===== config.mk =====
export PLATFORM = sky130hd
export DESIGN_NAME = packet_receiver
export DESIGN_NICKNAME = d
export VERILOG_FILES = /design/src/rtl/packet_receiver.sv
export SDC_FILE = /design/constraint.sdc
export NUM_CORES = 1
export LEC_CHECK = 0
export CORE_MARGIN = 5
export CORE_UTILIZATION = 35
export DETAILED_ROUTE_END_ITERATION = 10
export PLACE_DENSITY_LB_ADDON = 0.3
export REMOVE_ABC_BUFFERS = 1
export SKIP_LAST_GASP = 1
export SYNTH_ARGS = -nofsm -noshare
export SYNTH_HDL_FRONTEND = slang
export SYNTH_SLANG_ARGS = --single-unit

===== constraint.sdc =====
create_clock -name clk -period 4.01 [get_ports clk]
set_clock_uncertainty 0.1 [all_clocks]
set_input_delay 0.802 -clock clk [delete_from_list [all_inputs] [get_ports clk]]
set_output_delay 0.802 -clock clk [all_outputs]
set_load 0.05 [all_outputs]

===== src/rtl/packet_receiver.sv =====
// packet_receiver: 8N1 UART receiver that assembles PACKET_SIZE bytes into one
// flat packet vector, first byte in the most significant lane.
// Optional feature: define PACKET_RX_TIMEOUT_EN to enable the inter-byte idle
// timeout (TIMEOUT_CLKS). Without it, timeout is tied low and a partial packet
// waits indefinitely.
//
// state | meaning
// ------+---------------------------------------------------------------
// IDLE  | line idle or between bytes; waits for a 1->0 edge on rxs
// START | half-bit wait, then confirm the start bit is still low
// DATA  | sample 8 data bits LSB first, one per bit period
// STOP  | sample stop bit; accept byte or flag a framing error
`timescale 1ns/1ps

module packet_receiver #(
  parameter int unsigned CLKS_PER_BIT = 104,
  parameter int unsigned PACKET_SIZE  = 16'd9,
  parameter logic [31:0] TIMEOUT_CLKS = 32'd20000
) (
  input  logic                     clk,
  input  logic                     rst_n,
  input  logic                     rxd,
  output logic [8*PACKET_SIZE-1:0] packet,
  output logic                     valid,
  output logic                     busy,
  output logic                     frame_err,
  output logic                     timeout
);

  localparam int unsigned PW = 8 * PACKET_SIZE;
  localparam int          CW = $clog2(CLKS_PER_BIT + 1);
  localparam logic [CW-1:0] FULL_LOAD = CW'(CLKS_PER_BIT - 1);
  localparam logic [CW-1:0] HALF_LOAD = CW'(CLKS_PER_BIT / 2 - 1);
  localparam logic [CW-1:0] TMR_ONE   = CW'(1);
  localparam logic [15:0]   PKT_LAST  = 16'(PACKET_SIZE - 1);

  typedef enum logic [1:0] {
    IDLE  = 2'd0,
    START = 2'd1,
    DATA  = 2'd2,
    STOP  = 2'd3
  } state_t;

  state_t          state;
  logic            rx_meta;
  logic            rxs;
  logic            rxs_d;
  logic [CW-1:0]   bit_tmr;
  logic [2:0]      bit_idx;
  logic [7:0]      shift_reg;
  logic [15:0]     byte_cnt;
  logic [PW-1:0]   asm_reg;
  logic [PW-1:0]   asm_next;

`ifdef PACKET_RX_TIMEOUT_EN
  localparam logic [31:0] TO_LAST = TIMEOUT_CLKS - 32'd1;
  logic [31:0] idle_cnt;
`else
  logic unused_timeout_cfg;
  assign unused_timeout_cfg = ^TIMEOUT_CLKS;
  assign timeout = 1'b0;
`endif

  // Two-flop synchronizer plus one delayed copy for falling-edge detection.
  // All reset to the idle-high line level so reset never looks like a start.
  always_ff @(posedge clk or negedge rst_n) begin
    if (!rst_n) begin
      rx_meta <= 1'b1;
      rxs     <= 1'b1;
      rxs_d   <= 1'b1;
    end else begin
      rx_meta <= rxd;
      rxs     <= rx_meta;
      rxs_d   <= rxs;
    end
  end

  // Assembly register with the freshly received byte shifted into the low lane;
  // works for PACKET_SIZE == 1 as well, where the shift discards everything.
  always_comb begin
    asm_next      = asm_reg << 8;
    asm_next[7:0] = shift_reg;
  end

  // Byte FSM and packet assembly with registered outputs. busy rises only once
  // the start bit is confirmed at mid-bit, so a rejected start glitch leaves
  // every output untouched.
  always_ff @(posedge clk or negedge rst_n) begin
    if (!rst_n) begin
      state     <= IDLE;
      bit_tmr   <= '0;
      bit_idx   <= '0;
      shift_reg <= '0;
      byte_cnt  <= '0;
      asm_reg   <= '0;
      packet    <= '0;
      valid     <= 1'b0;
      busy      <= 1'b0;
      frame_err <= 1'b0;
`ifdef PACKET_RX_TIMEOUT_EN
      idle_cnt  <= '0;
      timeout   <= 1'b0;
`endif
    end else begin
      valid     <= 1'b0;
      frame_err <= 1'b0;
`ifdef PACKET_RX_TIMEOUT_EN
      timeout   <= 1'b0;
`endif
      case (state)
        IDLE: begin
          if (rxs_d && !rxs) begin
            state   <= START;
            bit_tmr <= HALF_LOAD;
            bit_idx <= '0;
`ifdef PACKET_RX_TIMEOUT_EN
            idle_cnt <= '0;
`endif
          end
`ifdef PACKET_RX_TIMEOUT_EN
          else if (byte_cnt != 16'd0) begin
            if (idle_cnt == TO_LAST) begin
              timeout  <= 1'b1;
              byte_cnt <= '0;
              asm_reg  <= '0;
              busy     <= 1'b0;
              idle_cnt <= '0;
            end else begin
              idle_cnt <= idle_cnt + 32'd1;
            end
          end
`endif
        end

        START: begin
          if (bit_tmr != '0) begin
            bit_tmr <= bit_tmr - TMR_ONE;
          end else if (!rxs) begin
            state   <= DATA;
            bit_tmr <= FULL_LOAD;
            busy    <= 1'b1;
          end else begin
            state <= IDLE;
          end
        end

        DATA: begin
          if (bit_tmr != '0) begin
            bit_tmr <= bit_tmr - TMR_ONE;
          end else begin
            shift_reg <= {rxs, shift_reg[7:1]};
            bit_tmr   <= FULL_LOAD;
            if (bit_idx == 3'd7) begin
              bit_idx <= '0;
              state   <= STOP;
            end else begin
              bit_idx <= bit_idx + 3'd1;
            end
          end
        end

        STOP: begin
          if (bit_tmr != '0) begin
            bit_tmr <= bit_tmr - TMR_ONE;
          end else begin
            state <= IDLE;
            if (rxs) begin
              if (byte_cnt == PKT_LAST) begin
                packet   <= asm_next;
                valid    <= 1'b1;
                byte_cnt <= '0;
                asm_reg  <= '0;
                busy     <= 1'b0;
              end else begin
                asm_reg  <= asm_next;
                byte_cnt <= byte_cnt + 16'd1;
              end
            end else begin
              // Bad stop bit: drop the partial packet. Re-arming needs a fresh
              // 1->0 edge, so a line held low cannot restart reception.
              frame_err <= 1'b1;
              byte_cnt  <= '0;
              asm_reg   <= '0;
              busy      <= 1'b0;
            end
          end
        end

        default: state <= IDLE;
      endcase
    end
  end

endmodule

==> qor.txt <==
Vias post-DR -> 5158
PostCTS Resize Cnt -> 0
Most used DFF post-synth -> dfrtp_1
Initial DRC count -> 293
Synth Area in Compound Gates -> 0.0968
Share of the yosys chip area belonging to registers -> 0.567
Pwr dens -> 472 mW/mm^2
Mapped Cells -> 684
Nets@finish -> 762
Seq pwr share -> 0.444
Fin. Hold Viols -> 0
Worst-path clk slew -> 0.07 ns
Yosys cell types -> 54
DPL Wire Length -> 10300 um
Post-layout min period -> 2.97 ns
Largest net degree at the start of global routing -> 85
Drt drc -> 0
Io pins -> 79
Die H -> 160 um
Top cell type by total area after synthesis -> dfrtp_1
Remaining Overflow, GRT -> 0
Synth Area per Inst -> 11.5 sq um
CTS tree -> yes
Final setup violation count -> 0
Hold Buf Count CTS -> 0
Area Growth Syn to Fin -> 20.8%
P_leak -> 4.34 nW
Antenna violations before repair -> 0
Fin. max-slew vios -> 0
Synth Area in Adders -> 0.0159
Ranking of synthesized cells by area -> dfrtp_1, mux2_4, nand2_1
Largest family of logic cells by synthesized area -> multiplexers
Hold Slack -> 0.257 ns
Logic pwr share -> 0.166
DRT Pass-1 Iters -> 5
Count of flip-flops with a built-in enable after synthesis -> 0
RSZ-0062 raised after global routing -> no
Worst EP required -> 4.23 ns
RD Place Congestion -> 0.850
Slew @ Worst Pin -> 1.10 ns
Min-delay worst type -> reg -> reg
Placed cell area -> 0.00888 sq mm
Die ar. -> 0.0256 sq mm
Synth Register Bits -> 178
Root buf cell -> clkbuf_16
Mux contribution to synthesized area -> 0.153
Clk_lat worst skew -> 0.43 ns
Vias in the first global route -> 5051
Max Cap Viol -> 0
CP Launch Type -> flop
Worst slew margin -> 0.268
CTS Buffer Depth -> 2
Simple-gate share of the synthesized area -> 0.131
Cell area after layout -> 0.00950 sq mm
Initial core utilization -> 0.358
F_max -> 337 MHz
Largest register FFs -> 72
Most frequent cells in the layout -> dfrtp_1, nand2_1, o21ai_0, clkdlybuf4s50_1, mux2_4
Final TNS setup -> 0 ns
Crit path capture type -> flop
Share of the synthesized area in the top cell type -> 0.557
Post-Synth XOR/XNOR Area -> 0
ANT nets after route -> 0
VDD IR max -> 0.342 mV
CTS buffer count -> 17
Switching power -> 1.33 mW
Row count -> 54
Fin crit share -> 0.741
Setup CP Type -> reg -> reg
Most common cell after layout, fill and taps aside -> dfrtp_1
Worst EP arrival -> 3.19 ns
# diodes -> 0
CTS sink cnt -> 178
# port buffers -> 77
Pint -> 3.15 mW
Yosys warnings -> 0
Fraction of layout instances using a drive strength above 1 -> 0.184
Outcome -> complete, no violations
Tot GR Track Use -> 0.128
First-pass GRT wire length -> 27000 um
Switching share of power -> 0.297
Post-detailed-routing wire length -> 16200 um
Chip Width -> 160 um
DR vias/cell -> 4.95
Clock power frac -> 0.390
H-tree depth -> 4
Asr flop ratio synth -> 1.00
Postcts setup bufs -> 0
Crit path max fanout -> 56
Core Area -> 0.0220 sq mm
Routed wire per std cell -> 15.5 um
Post-synthesis cell area -> 0.00787 sq mm
-- final timing paths --
check                                   startpoint                     end  slack [ns]  cells past startpoint
max                        byte_cnt[0]$_DFFE_PN0P_  packet[49]$_DFFE_PN0P_        1.04                      8
min in group asynchronous                    rst_n  packet[65]$_DFFE_PN0P_        0.31                      1
max reg2reg                byte_cnt[0]$_DFFE_PN0P_  packet[49]$_DFFE_PN0P_        1.04                      8
max in group asynchronous                    rst_n  packet[69]$_DFFE_PN0P_        2.58                      2
min                              rx_meta$_DFF_PN1_           rxs$_DFF_PN1_        0.26                      0
min reg2reg                      rx_meta$_DFF_PN1_           rxs$_DFF_PN1_        0.26                      0
-- per-layer routing --
metal / vias up / GRT usage / part of all wire
li1: 2527 / - / -
met3: 11 / 0.0371 / 0.040
met1: 2540 / 0.187 / 0.51
met5: - / 0 / 0
met2: 80 / 0.187 / 0.44
met4: 0 / 0.0348 / 0.0080
-- critical path: stages (launching register included) --
cell,delay [ns]
dfrtp_1,0.43
inv_1,0.06
ha_1,0.18
and3b_1,0.16
nand4_1,0.08
buf_4,0.21
or3_4,0.84
buf_4,0.37
mux2_2,0.35
-- kinds of logic (layout without fill, tap and decap cells) --
family	after synthesis	after routing
simple gates	222	222
flops	178	178
compound gates	131	131
mux	84	84
buf+inv	58	136
fa+ha+maj	10	10
other cells	1	1
-- power by group through the flow --
stage	combinational (mW)	clock, mW	sequential (mW)
3_5_place_dp	0.751	0	2.02
3_3_place_gp	0.743	0	2.02
2_1_floorplan	0.526	0	1.99
6_report	0.745	1.75	1.99
4_1_cts	0.756	1.79	1.99
5_1_grt	0.847	1.86	2.00
-- layout make-up --
cell class	instances	area (sq um)
Tap cell	280	350
Timing Repair Buffer	89	875
Clock inverter	15	191
Clock buffer	17	425
Sequential cell	178	4460
Inverter	15	56.3
Fill cell	2041	12500
Multi-Input combinational cell	448	3150
-- cell usage after synthesis, types with 4 or more instances --
| cell | n |
|---|---|
| nand2_1 | 144 |
| inv_1 | 15 |
| buf_6 | 8 |
| clkbuf_1 | 29 |
| or3_1 | 6 |
| o22ai_1 | 5 |
| nor2_1 | 10 |
| a32oi_1 | 4 |
| mux2_2 | 11 |
| ha_1 | 10 |
| a31oi_1 | 7 |
| a21oi_1 | 11 |
| nor4_1 | 5 |
| mux2_4 | 70 |
| o31ai_1 | 6 |
| buf_2 | 5 |
| or4_1 | 5 |
| nand3_1 | 15 |
| nor3_1 | 8 |
| or2_2 | 4 |
| dfrtp_1 | 175 |
| nand4_1 | 6 |
| o21ai_0 | 80 |
| a22o_1 | 4 |
-- through the flow --
stage / setup WS, ns / util / cells / total power, mW
6_report: 1.04 / 0.433 / 1042 / 4.49
4_1_cts: 1.03 / 0.433 / 1042 / 4.53
2_1_floorplan: -0.824 / - / 641 / 2.52
3_3_place_gp: 1.08 / 0.405 / 1010 / 2.76
5_1_grt: 0.901 / 0.433 / 1042 / 4.72
3_5_place_dp: 1.04 / 0.405 / 1010 / 2.77
(Power assumes the default switching activity.)
==> patch, RTL diff (same settings) <==
Build with the macro `PACKET_RX_TIMEOUT_EN` defined.
--- a/src/rtl/packet_receiver.sv
+++ b/src/rtl/packet_receiver.sv
@@ -11,6 +11,8 @@
 // DATA  | sample 8 data bits LSB first, one per bit period
 // STOP  | sample stop bit; accept byte or flag a framing error
 `timescale 1ns/1ps
+
+`define PACKET_RX_TIMEOUT_EN
 
 module packet_receiver #(
   parameter int unsigned CLKS_PER_BIT = 104,
Check against the original RTL: same outputs for any inputs over 10 cycles, from zero or initial values and one cycle with rst_n low; that may be too few to reach the edited logic, so the function may still have changed.
==> patch against the unedited design <==
Hold slack worse by 0.062 ns. Sequential share of layout area shrank 1.5 points. Sequential cell count is 33 higher. Design area grew 22%. Fmax down 12%. Worst setup slack lost 0.40 ns. Area after synthesis rose by 23%. Power up 30%. Routed wire length is 39% higher. Critical path type unchanged. Critical endpoint is now byte_cnt[12].
==> patch: results (changes against the unedited design) <==
nNonClkBuffers: 96  # was 89
rr_worst_depth: 6  # was 8
layout.nets: 994  # was 762
dr.pass1.iters: 4  # was 5
seq_share_pct: 45.5  # was 46.9%
worst_pin_slew_ns: 1.18  # was 1.10 ns
grt.total_usage_pct: 14.5  # was 12.8%
drive_gt1_share_pct: 15.5  # was 18.4%
syn_inst: 928  # was 684
inverters_excl_clock: 21  # was 15
vdd_drop_max_mv: 0.322  # was 0.342 mV
synth_cell_types: 50  # was 54
drtIter0Drc: 570  # was 293
grt_pass1_wl_mm: 38.4  # was 27.0 mm
grt_pass1_vias: 7322  # was 5051
buffer_area_share_pct: 8.25  # was 9.20%
outcome: "finished, final reports clean"  # unchanged
seq_area_um2: 5280  # was 4460 µm²
fin_crit_ns: 3.37  # was 2.97 ns
routed_wirelength_mm: 22.5  # was 16.2 mm
synthTopCellsByArea: "dfrtp_1 (54%), mux2_2 (9.3%), o21ai_0 (7.8%)"  # was dfrtp_1 (56%), mux2_4 (13%), nand2_1 (6.9%)
clkLatencyLatePin_ns: 0.50  # was 0.43 ns
whs_ns: 0.195  # was 0.257 ns
clk_share_pct: 7.23  # was 6.49%
hpwl_mm: 14.1  # was 10.3 mm
power.switching_mw: 1.91  # was 1.33 mW
multi_input_area_share_pct: 34.7  # was 33.1%
cts_buffers: 24  # was 17
hold_path_class: "primary input to async pin"  # was flop to flop
synth.yosys.seq_area_share_pct: 54.8  # was 56.7%
[patch: changes by cell type in the layout (fill, tap and decap cells not counted), sizes merged, moves of 7 or more]
cell	unedited run	this run
nor2	10	26
nand4	6	23
o21ai	80	155
nor4	5	12
and4	1	8
nor3	8	20
o31ai	6	17
nand3	16	36
nand2b	1	8
clkbuf	17	37
a31oi	7	43
nand2	144	90
dfrtp	175	208
[patch: power groups by stage]
| stage | registers, mW | logic [mW] | clock network [mW] |
|---|---|---|---|
| 2_1_floorplan | 2.27 | 0.772 | 0 |
| 3_3_place_gp | 2.28 | 1.29 | 0 |
| 3_5_place_dp | 2.28 | 1.27 | 0 |
| 4_1_cts | 2.24 | 1.28 | 2.35 |
| 5_1_grt | 2.25 | 1.43 | 2.43 |
| 6_report | 2.24 | 1.29 | 2.28 |
[patch: metal layers]
metal  routed length [µm]  GRT usage [%]  up-vias
met5                    0              0        -
met4                  472           3.74        0
met3                  772           1.84       27
met2                10300           22.5      161
met1                11000           21.4     3633
li1                     -              -     3536
